`src/rtl/riscv_lsu_pkg.sv`:
```
// Shared load/store unit definitions: FSM encodings, timeout default, funct3 and byte-select codes.
package riscv_lsu_pkg;

    // Load extension selects as produced by the decoder
    localparam logic [2:0] FUNCT3_MEM_B  = 3'b000;
    localparam logic [2:0] FUNCT3_MEM_H  = 3'b001;
    localparam logic [2:0] FUNCT3_MEM_W  = 3'b010;
    localparam logic [2:0] FUNCT3_MEM_BU = 3'b100;
    localparam logic [2:0] FUNCT3_MEM_HU = 3'b101;

    // Access size as a byte mask before lane shifting
    localparam logic [3:0] BYTE_SEL_B = 4'b0001;
    localparam logic [3:0] BYTE_SEL_H = 4'b0011;
    localparam logic [3:0] BYTE_SEL_W = 4'b1111;

    // Cycles allowed in REQ+RESP before the access is abandoned
    localparam int LSU_TIMEOUT = 255;

    typedef enum logic [1:0] {
        LSU_ST_IDLE = 2'd0,
        LSU_ST_REQ  = 2'd1,
        LSU_ST_RESP = 2'd2,
        LSU_ST_DONE = 2'd3
    } lsu_state_t;

    // Halfwords need an even address, words need a word-aligned address
    function automatic logic lsu_misaligned(input logic [3:0] byte_sel, input logic [1:0] addr_lo);
        return ((byte_sel == BYTE_SEL_H) && addr_lo[0]) ||
               ((byte_sel == BYTE_SEL_W) && (addr_lo != 2'b00));
    endfunction

endpackage

```
`src/rtl/riscv_lsu_align.sv`:
```
// Combinational lane steering: store replication and byte enables, load shift and extension.
module riscv_lsu_align
    import riscv_lsu_pkg::*;
(
    input  logic [3:0]  byte_sel,
    input  logic [1:0]  addr_lo,
    input  logic [31:0] wr_data,
    input  logic [2:0]  funct3,
    input  logic [31:0] rdata,
    output logic [3:0]  be,
    output logic [31:0] wdata,
    output logic [31:0] rd_ext
);

    logic [31:0] shifted;

    assign be      = byte_sel << addr_lo;
    assign shifted = rdata >> {addr_lo, 3'b000};

    // Replicate the low store bytes across every lane so the enables alone pick the target
    always_comb begin
        wdata = wr_data;
        case (byte_sel)
            BYTE_SEL_B: wdata = {4{wr_data[7:0]}};
            BYTE_SEL_H: wdata = {2{wr_data[15:0]}};
            default:    wdata = wr_data;
        endcase
    end

    // Bring the addressed lane down to bit 0 and sign/zero-extend it for write-back
    always_comb begin
        rd_ext = shifted;
        case (funct3)
            FUNCT3_MEM_B:  rd_ext = {{24{shifted[7]}}, shifted[7:0]};
            FUNCT3_MEM_BU: rd_ext = {24'h0, shifted[7:0]};
            FUNCT3_MEM_H:  rd_ext = {{16{shifted[15]}}, shifted[15:0]};
            FUNCT3_MEM_HU: rd_ext = {16'h0, shifted[15:0]};
            FUNCT3_MEM_W:  rd_ext = shifted;
            default:       rd_ext = shifted;
        endcase
    end

endmodule

```
`src/rtl/riscv_lsu.sv`:
```
// Load/store unit: captures the access, runs the req/gnt/rvalid handshake and stalls the core until done.
module riscv_lsu
    import riscv_lsu_pkg::*;
#(
    parameter int TIMEOUT = LSU_TIMEOUT
) (
    input  logic        i_clk,
    input  logic        i_rst,
    input  logic        i_lsu_valid,
    input  logic        i_lsu_wr_en,
    input  logic [3:0]  i_lsu_byte_sel,
    input  logic [2:0]  i_lsu_funct3,
    input  logic [31:0] i_lsu_addr,
    input  logic [31:0] i_lsu_wr_data,
    output logic        o_lsu_stall,
    output logic [31:0] o_lsu_rd_data,
    output logic        o_lsu_misalign,
    output logic        o_lsu_err,
    output logic        o_dmem_req,
    output logic        o_dmem_we,
    output logic [31:0] o_dmem_addr,
    output logic [3:0]  o_dmem_be,
    output logic [31:0] o_dmem_wdata,
    input  logic        i_dmem_gnt,
    input  logic        i_dmem_rvalid,
    input  logic [31:0] i_dmem_rdata
);

    // The counter holds the number of REQ/RESP cycles already spent, so the last allowed one sees TIMEOUT-1
    localparam logic [7:0] TIMEOUT_LAST = 8'(TIMEOUT - 1);

    lsu_state_t  state;
    lsu_state_t  state_next;
    logic [31:0] addr_q;
    logic [31:0] wr_data_q;
    logic [3:0]  byte_sel_q;
    logic [2:0]  funct3_q;
    logic        we_q;
    logic [7:0]  cnt;
    logic [31:0] rd_data_q;
    logic        misalign_q;
    logic        err_q;
    logic        in_req;
    logic        timeout_hit;
    logic        start_misaligned;
    logic [3:0]  be_lane;
    logic [31:0] wdata_lane;
    logic [31:0] rd_ext;

    assign in_req           = (state == LSU_ST_REQ);
    assign timeout_hit      = (cnt == TIMEOUT_LAST);
    assign start_misaligned = lsu_misaligned(i_lsu_byte_sel, i_lsu_addr[1:0]);

    riscv_lsu_align u_align (
        .byte_sel (byte_sel_q),
        .addr_lo  (addr_q[1:0]),
        .wr_data  (wr_data_q),
        .funct3   (funct3_q),
        .rdata    (i_dmem_rdata),
        .be       (be_lane),
        .wdata    (wdata_lane),
        .rd_ext   (rd_ext)
    );

    // State register
    always_ff @(posedge i_clk) begin
        if (i_rst) state <= LSU_ST_IDLE;
        else       state <= state_next;
    end

    // Next-state logic; bus handshakes take priority over the timeout in the same cycle
    always_comb begin
        state_next = state;
        case (state)
            LSU_ST_IDLE: begin
                if (i_lsu_valid) state_next = start_misaligned ? LSU_ST_DONE : LSU_ST_REQ;
            end
            LSU_ST_REQ: begin
                if (i_dmem_gnt)       state_next = we_q ? LSU_ST_DONE : LSU_ST_RESP;
                else if (timeout_hit) state_next = LSU_ST_DONE;
            end
            LSU_ST_RESP: begin
                if (i_dmem_rvalid || timeout_hit) state_next = LSU_ST_DONE;
            end
            default: state_next = LSU_ST_IDLE;
        endcase
    end

    // Capture the access on IDLE exit, count bus cycles and record the result for the DONE cycle
    always_ff @(posedge i_clk) begin
        if (i_rst) begin
            addr_q     <= '0;
            wr_data_q  <= '0;
            byte_sel_q <= '0;
            funct3_q   <= '0;
            we_q       <= 1'b0;
            cnt        <= '0;
            rd_data_q  <= '0;
            misalign_q <= 1'b0;
            err_q      <= 1'b0;
        end else begin
            case (state)
                LSU_ST_IDLE: begin
                    if (i_lsu_valid) begin
                        addr_q     <= i_lsu_addr;
                        wr_data_q  <= i_lsu_wr_data;
                        byte_sel_q <= i_lsu_byte_sel;
                        funct3_q   <= i_lsu_funct3;
                        we_q       <= i_lsu_wr_en;
                        cnt        <= '0;
                        rd_data_q  <= '0;
                        err_q      <= 1'b0;
                        misalign_q <= start_misaligned;
                    end
                end
                LSU_ST_REQ: begin
                    cnt <= cnt + 8'd1;
                    if (!i_dmem_gnt && timeout_hit) err_q <= 1'b1;
                end
                LSU_ST_RESP: begin
                    cnt <= cnt + 8'd1;
                    if (i_dmem_rvalid)    rd_data_q <= rd_ext;
                    else if (timeout_hit) err_q     <= 1'b1;
                end
                default: ;
            endcase
        end
    end

    assign o_lsu_stall    = i_lsu_valid && (state != LSU_ST_DONE) && !i_rst;
    assign o_lsu_rd_data  = rd_data_q;
    assign o_lsu_misalign = misalign_q;
    assign o_lsu_err      = err_q;
    assign o_dmem_req     = in_req;
    assign o_dmem_we      = in_req && we_q;
    assign o_dmem_addr    = in_req ? {addr_q[31:2], 2'b00} : 32'h0;
    assign o_dmem_be      = in_req ? be_lane : 4'h0;
    assign o_dmem_wdata   = in_req ? wdata_lane : 32'h0;

endmodule

```
`config.mk`:
```
export PLATFORM = sky130hd
export DESIGN_NAME = riscv_lsu
export DESIGN_NICKNAME = d
export VERILOG_FILES = /design/src/rtl/riscv_lsu_pkg.sv /design/src/rtl/riscv_lsu_align.sv /design/src/rtl/riscv_lsu.sv
export SDC_FILE = /design/constraint.sdc
export NUM_CORES = 1
export LEC_CHECK = 0
export ABC_AREA = 1
export BUFFER_PORTS_ARGS = -buffer_cell sky130_fd_sc_hd__buf_2
export CORE_UTILIZATION = 40
export CTS_CLUSTER_DIAMETER = 80
export CTS_CLUSTER_SIZE = 30
export DETAILED_ROUTE_END_ITERATION = 7
export PLACE_DENSITY = 0.69
export SYNTH_ARGS = -nofsm -noshare
export SYNTH_HDL_FRONTEND = slang
export SYNTH_SLANG_ARGS = --single-unit
```
`constraint.sdc`:
```
create_clock -name i_clk -period 1.6 [get_ports i_clk]
set_clock_uncertainty 0.15 [all_clocks]
set_input_delay 0.32 -clock i_clk [delete_from_list [all_inputs] [get_ports i_clk]]
set_output_delay 0.32 -clock i_clk [all_outputs]
set_load 0.05 [all_outputs]
```
======== After elaboration in Yosys (flattened, before gate mapping) ========
Cells that the tools add are included.
storage, ports and cells
  output and inout bits ................... 105
  register bits ........................... 116
  logic and storage cells ................. 75
  input bits .............................. 109
operators by class
  shift-type cells ........................ 2
  eq/ne operators ......................... 18
  $add $sub $neg .......................... 1
  mux-type cells .......................... 22
  reduce and logical (&&, ||, !) cells .... 22
operators with widths
  cell                 number
  $mux 32              4
  $pmux 32 s2          2
  $pmux 32 s4          1
  $shr 32x5->32        1
  $pmux 8 s2           1
  $ne 2x2->1 const B   6
  $mux 2               5
  $add 8x1->8 const B  1
  $eq 4x2->1 const B   2
  $eq 8x8->1 const B   1
  $mux 8               1
  $eq 3x3->1 const B   2
  $logic_and 1x1->1    6
  $pmux 2 s3           1
  $reduce_and 3->1     2
  $reduce_bool 2->1    3
  $mux 1               5
  $reduce_and 5->1     1
  $eq 4x1->1 const B   1
  $eq 4x4->1 const B   1
  $mux 4               1
  $reduce_and 2->1     2
  $shl 4x2->4          1
  $eq 3x1->1 const B   1
  11 further kinds     13

======== Longest topological paths before layout ========
  depth in word-level cells ............... 6
  gate-level depth with buffers ........... 10
  mapped depth without buffers ............ 10

======== Hierarchy ========
From an unflattened synthesis, not the netlist that was laid out.
unflattened totals
  cells, all modules ...................... 977
  area, all modules ....................... 6317.3 µm²
modules (own cells, without submodules)
  module           cells each  sequential area each (µm²)  instances  area an instance (µm²)
  riscv_lsu        711         2322.2                      1          4892.2
  riscv_lsu_align  266         0.0                         1          1425.1

======== Least setup slack after synthesis ========
No wires, ideal clock.
  path kind ............................... register -> output
  start ................................... register state[1]
  end ..................................... output port o_dmem_wdata[10]
  data arrival time ....................... 2.314 ns
  cell stages (with the launch flop) ...... 7
  path slack .............................. -1.184 ns
  data required time ...................... 1.130 ns
  path buffers ............................ 2
  cells stage by stage .................... dfxtp_1 > inv_1 > ha_1 > buf_2 > clkbuf_1 > o211ai_1 > a21oi_1
on the way
  cells in the longest elaborated chain, start to end .. 2
RTL lines
  element                   line              text
  start: declaration        riscv_lsu.sv:32   lsu_state_t state;
  start signal: assignment  riscv_lsu.sv:68   else state <= state_next;
  $eq 2x1->1                riscv_lsu.sv:50   assign in_req = (state == LSU_ST_REQ);
  named net o_dmem_req      riscv_lsu.sv:19   output logic o_dmem_req,
  $mux 32                   riscv_lsu.sv:138  assign o_dmem_wdata = in_req ? wdata_lane : 32'h0;
  end: declaration          riscv_lsu.sv:23   output logic [31:0] o_dmem_wdata,
The timed path passes the listed nets, and every way through them passes these cells.

======== Final worst setup path ========
  start ................................... register byte_sel_q[2]
  end ..................................... output port o_dmem_wdata[14]
on the way
  cells in the longest elaborated chain, start to end .. 3
  elaborated cells on any way between the ends .. 4
  classes of those cells .................. eq/ne (2); mux (2)
RTL lines
  element                                          line                   text
  start: declaration                               riscv_lsu.sv:36        logic [3:0] byte_sel_q;
  start signal: assignment                         riscv_lsu.sv:107       byte_sel_q <= i_lsu_byte_sel;
  $eq 4x2->1 / $eq 4x1->1 (equally long branches)  riscv_lsu_align.sv:23  case (byte_sel)
  $pmux 32 s2 *                                    riscv_lsu_align.sv:23
  $mux 32 *                                        riscv_lsu.sv:138
Every way passes the cells marked *; elsewhere a longest branch is shown, timed or not.

==> results.toml <==
[sta]
setup_viol = 185
period_minus_slack_ns = 2.39
tightest_slew_ns = 0.517
rsz0062_at_grt = "true"
fin_tns_setup_ns = -71.83
slew-limit-headroom = 0.656
finalHoldViolCount = 3
timing.hold.ws_ns = -0.00710
fin_crit_sh = 1.49
timing.final.ws_setup_ns = -0.791
max_freq_ghz = 0.418
finalMaxSlewViolations = 0

[layout]
syn_to_final_growth_pct = 109
drive_above_1_share = 0.610
final_nets = 1355
postLayoutCellArea_sq_um = 12300
final_cells = 1436

[global_routing]
globalRoute.busiestLayer = "met2"
grt_use_total = 0.290
grt-ovfl-total = 0
grt_start_max_net_pins = 51
grtUsageMet2 = 0.497
met3_usage = 0.0881
grt_use_met1 = 0.337
grt_pass1_wl_mm = 33.6
antenna_found_initial = 5
grt_pass1_vias = 6817

[floorplan]
die_h_um = 123
die_area_sq_um = 15200
fp.dieW_um = 123
num_rows = 43
initial_core_util = 0.417
core_area_sq_um = 14100
io_pins = 214

[logic_synthesis]
yosysMostFrequentCell = "nand2_1"
synth_top_area_share = 0.395
ys.warnings.count = 0
synth_edf_count = 0
synth_top_family_by_area = "simple AND/OR/NAND/NOR gates"
synth_area_per_cell_sq_um = 6.62
synth_area_leaders = "dfxtp_1 39%, nand2_1 14%, a21oi_1 8.4%"
synth_ff_type = "dfxtp_1"
synth_top_cell_by_area = "dfxtp_1"
synth-simple-area-share = 0.284
synth-compound-area-share = 0.199
async_reset_ff_frac = 0
synth.area.mux_share = 0
ys_seq_elements = 116
synth_common_cells = "216 x nand2_1, 116 x dfxtp_1, 107 x nor2_1"
netlist_area_sq_um = 5880
synth_cell_type_count = 33
synthCells = 888
ys_seq_area_frac = 0.395
synthAdderAreaFrac = 0.0128
synth-xor-area-share = 0

[routing]
drt_iter0_markers = 711
routedWlPerCell_um = 22.9
drt_wl_total_mm = 32.8
drc_errors = 0
dr.pass1.iters = 6
vias_per_cell = 5.82
dr_total_vias = 8352
antenna_left = 0

[worst_setup_path]
rrSetupSlack_ns = -0.44
reg2regPathDepth = 9
critPathKind = "reg2out"
cp-start-kind = "flip-flop"
crit_path_end_kind = "output port"
r2r-end = "o_lsu_err"
timing.rr.start = "cnt[0]"
cp.required_ns = 1.13
startpoint = "byte_sel_q[2]"
worstPathArrival_ns = 1.92
cp_max_fo = 8

[run_status]
status = "finished, violations left"
violations = "negative hold slack, negative setup slack"

[flow_run]
max_cap_viol_count = 0

[cts]
htree_levels = 4
cts.root.buffer_cell = "clkbuf_16"
tritoncts = "built"
clock_sinks = 116
numCtsBuffers = 17
clock_latency_ns = 0.43
clkTransAtPathRegs_ns = 0.06
cts_buffer_depth = 2

[min_path]
hp-class = "in2reg"
hold_path_end = "wr_data_q[1]"
min-delay-start = "i_lsu_wr_data[1]"
whs_path_depth = 3

[placement]
detailedPlace.worstSlack_ns = -0.316
portBuffers = 211
hpwl_mm = 13.6
dp.cells = 1314
dpl_cell_area_sq_um = 8200
gp_congestion = 0.920

[pwr]
p_clk_frac = 0.151
switchingPower_mw = 11.5
swShare = 0.476
pwr-share-seq = 0.175
vdd_drop_max_mv = 1.15
p_leak_nw = 5.44
p_int_mw = 12.6
p_per_area_nw_per_um2 = 1960
pwr-share-comb = 0.674
==> flip-flops by register name (all words and copies together) (netlist names) <==
register        flops
addr_q             32
o_lsu_rd_data      32
wr_data_q          32
cnt                 8
byte_sel_q          4
funct3_q            3
state               2
o_lsu_err           1
o_lsu_misalign      1
we_q                1
==> kinds of logic after synthesis <==
family	count (synthesis)
and+or+nand+nor	397
AOI/OAI and AO/OA	217
buffers and inverters	151
DFF	116
adders and majority gates	6
other	1
==> routing by layer <==
layer	vias up	share of wire
met4	0	0.087
met2	631	0.48
met1	3928	0.34
met5	-	0
li1	3572	-
met3	221	0.093
==> worst max-delay path, stage by stage, from the launching register on <==
cell	delay, ns
dfxtp_2	0.35
nor3_4	0.34
nand2_4	0.15
o21ai_1	0.22
buf_4	0.18
nor2_4	0.04
buf_4	0.20
==> what timing repair did <==
item	in CTS	in global routing
endpoints found under the setup margin	150	173
resized for setup	312	404
endpoints found under the hold margin	21	2
hold buffers	21	2
buffers inserted	18	24
pin swaps	33	86
gates cloned	7	24
==> layout make-up <==
type	count	area, sq um
clock buffers	20	447
multi-input cells	624	4780
diodes	5	12.5
fillers	623	1810
inverters	93	539
clock inverters	10	86.3
repair buffers	387	3850
well taps	180	225
repair inverters	1	8.76
flip-flops and latches	116	2330
==> power groups by stage <==
stage	registers, mW	clock network, mW	logic, mW
2_1_floorplan	4.11	0	5.63
3_3_place_gp	3.94	0	8.32
3_5_place_dp	3.96	0	8.40
4_1_cts	3.99	3.50	11.5
5_1_grt	4.27	3.73	16.7
6_report	4.23	3.63	16.3
==> cell usage in the layout, fill, tap and decap left out, drive strengths merged, types with 6 or more instances in the layout <==
cell,n
clkinvlp,43
dlygate4sd3,23
nor2,108
dfxtp,116
clkinv,9
clkbuf,34
o211ai,14
o21ai,88
nand3,50
a21oi,109
buf,350
inv,51
nand2,231
ha,6
==> metrics by stage <==
step                power [mW]   util
detailed placement        12.4  0.582
global route              24.7  0.871
floorplan                 9.74      -
global placement          12.3  0.582
CTS                       18.9  0.728
finish                    24.1  0.871
==> worst max-delay path by stage <==
stage                  endpoint  slack, ns  cells after the start
3_3_place_gp   o_dmem_wdata[19]      -0.26                      6
5_1_grt        o_dmem_wdata[29]      -0.90                      6
2_1_floorplan  o_dmem_wdata[10]      -0.32                      6
6_report       o_dmem_wdata[14]      -0.79                      6
3_5_place_dp   o_dmem_wdata[26]      -0.32                      8
4_1_cts        o_dmem_wdata[26]      -0.66                      7
Power figures use the tool's default switching activity.
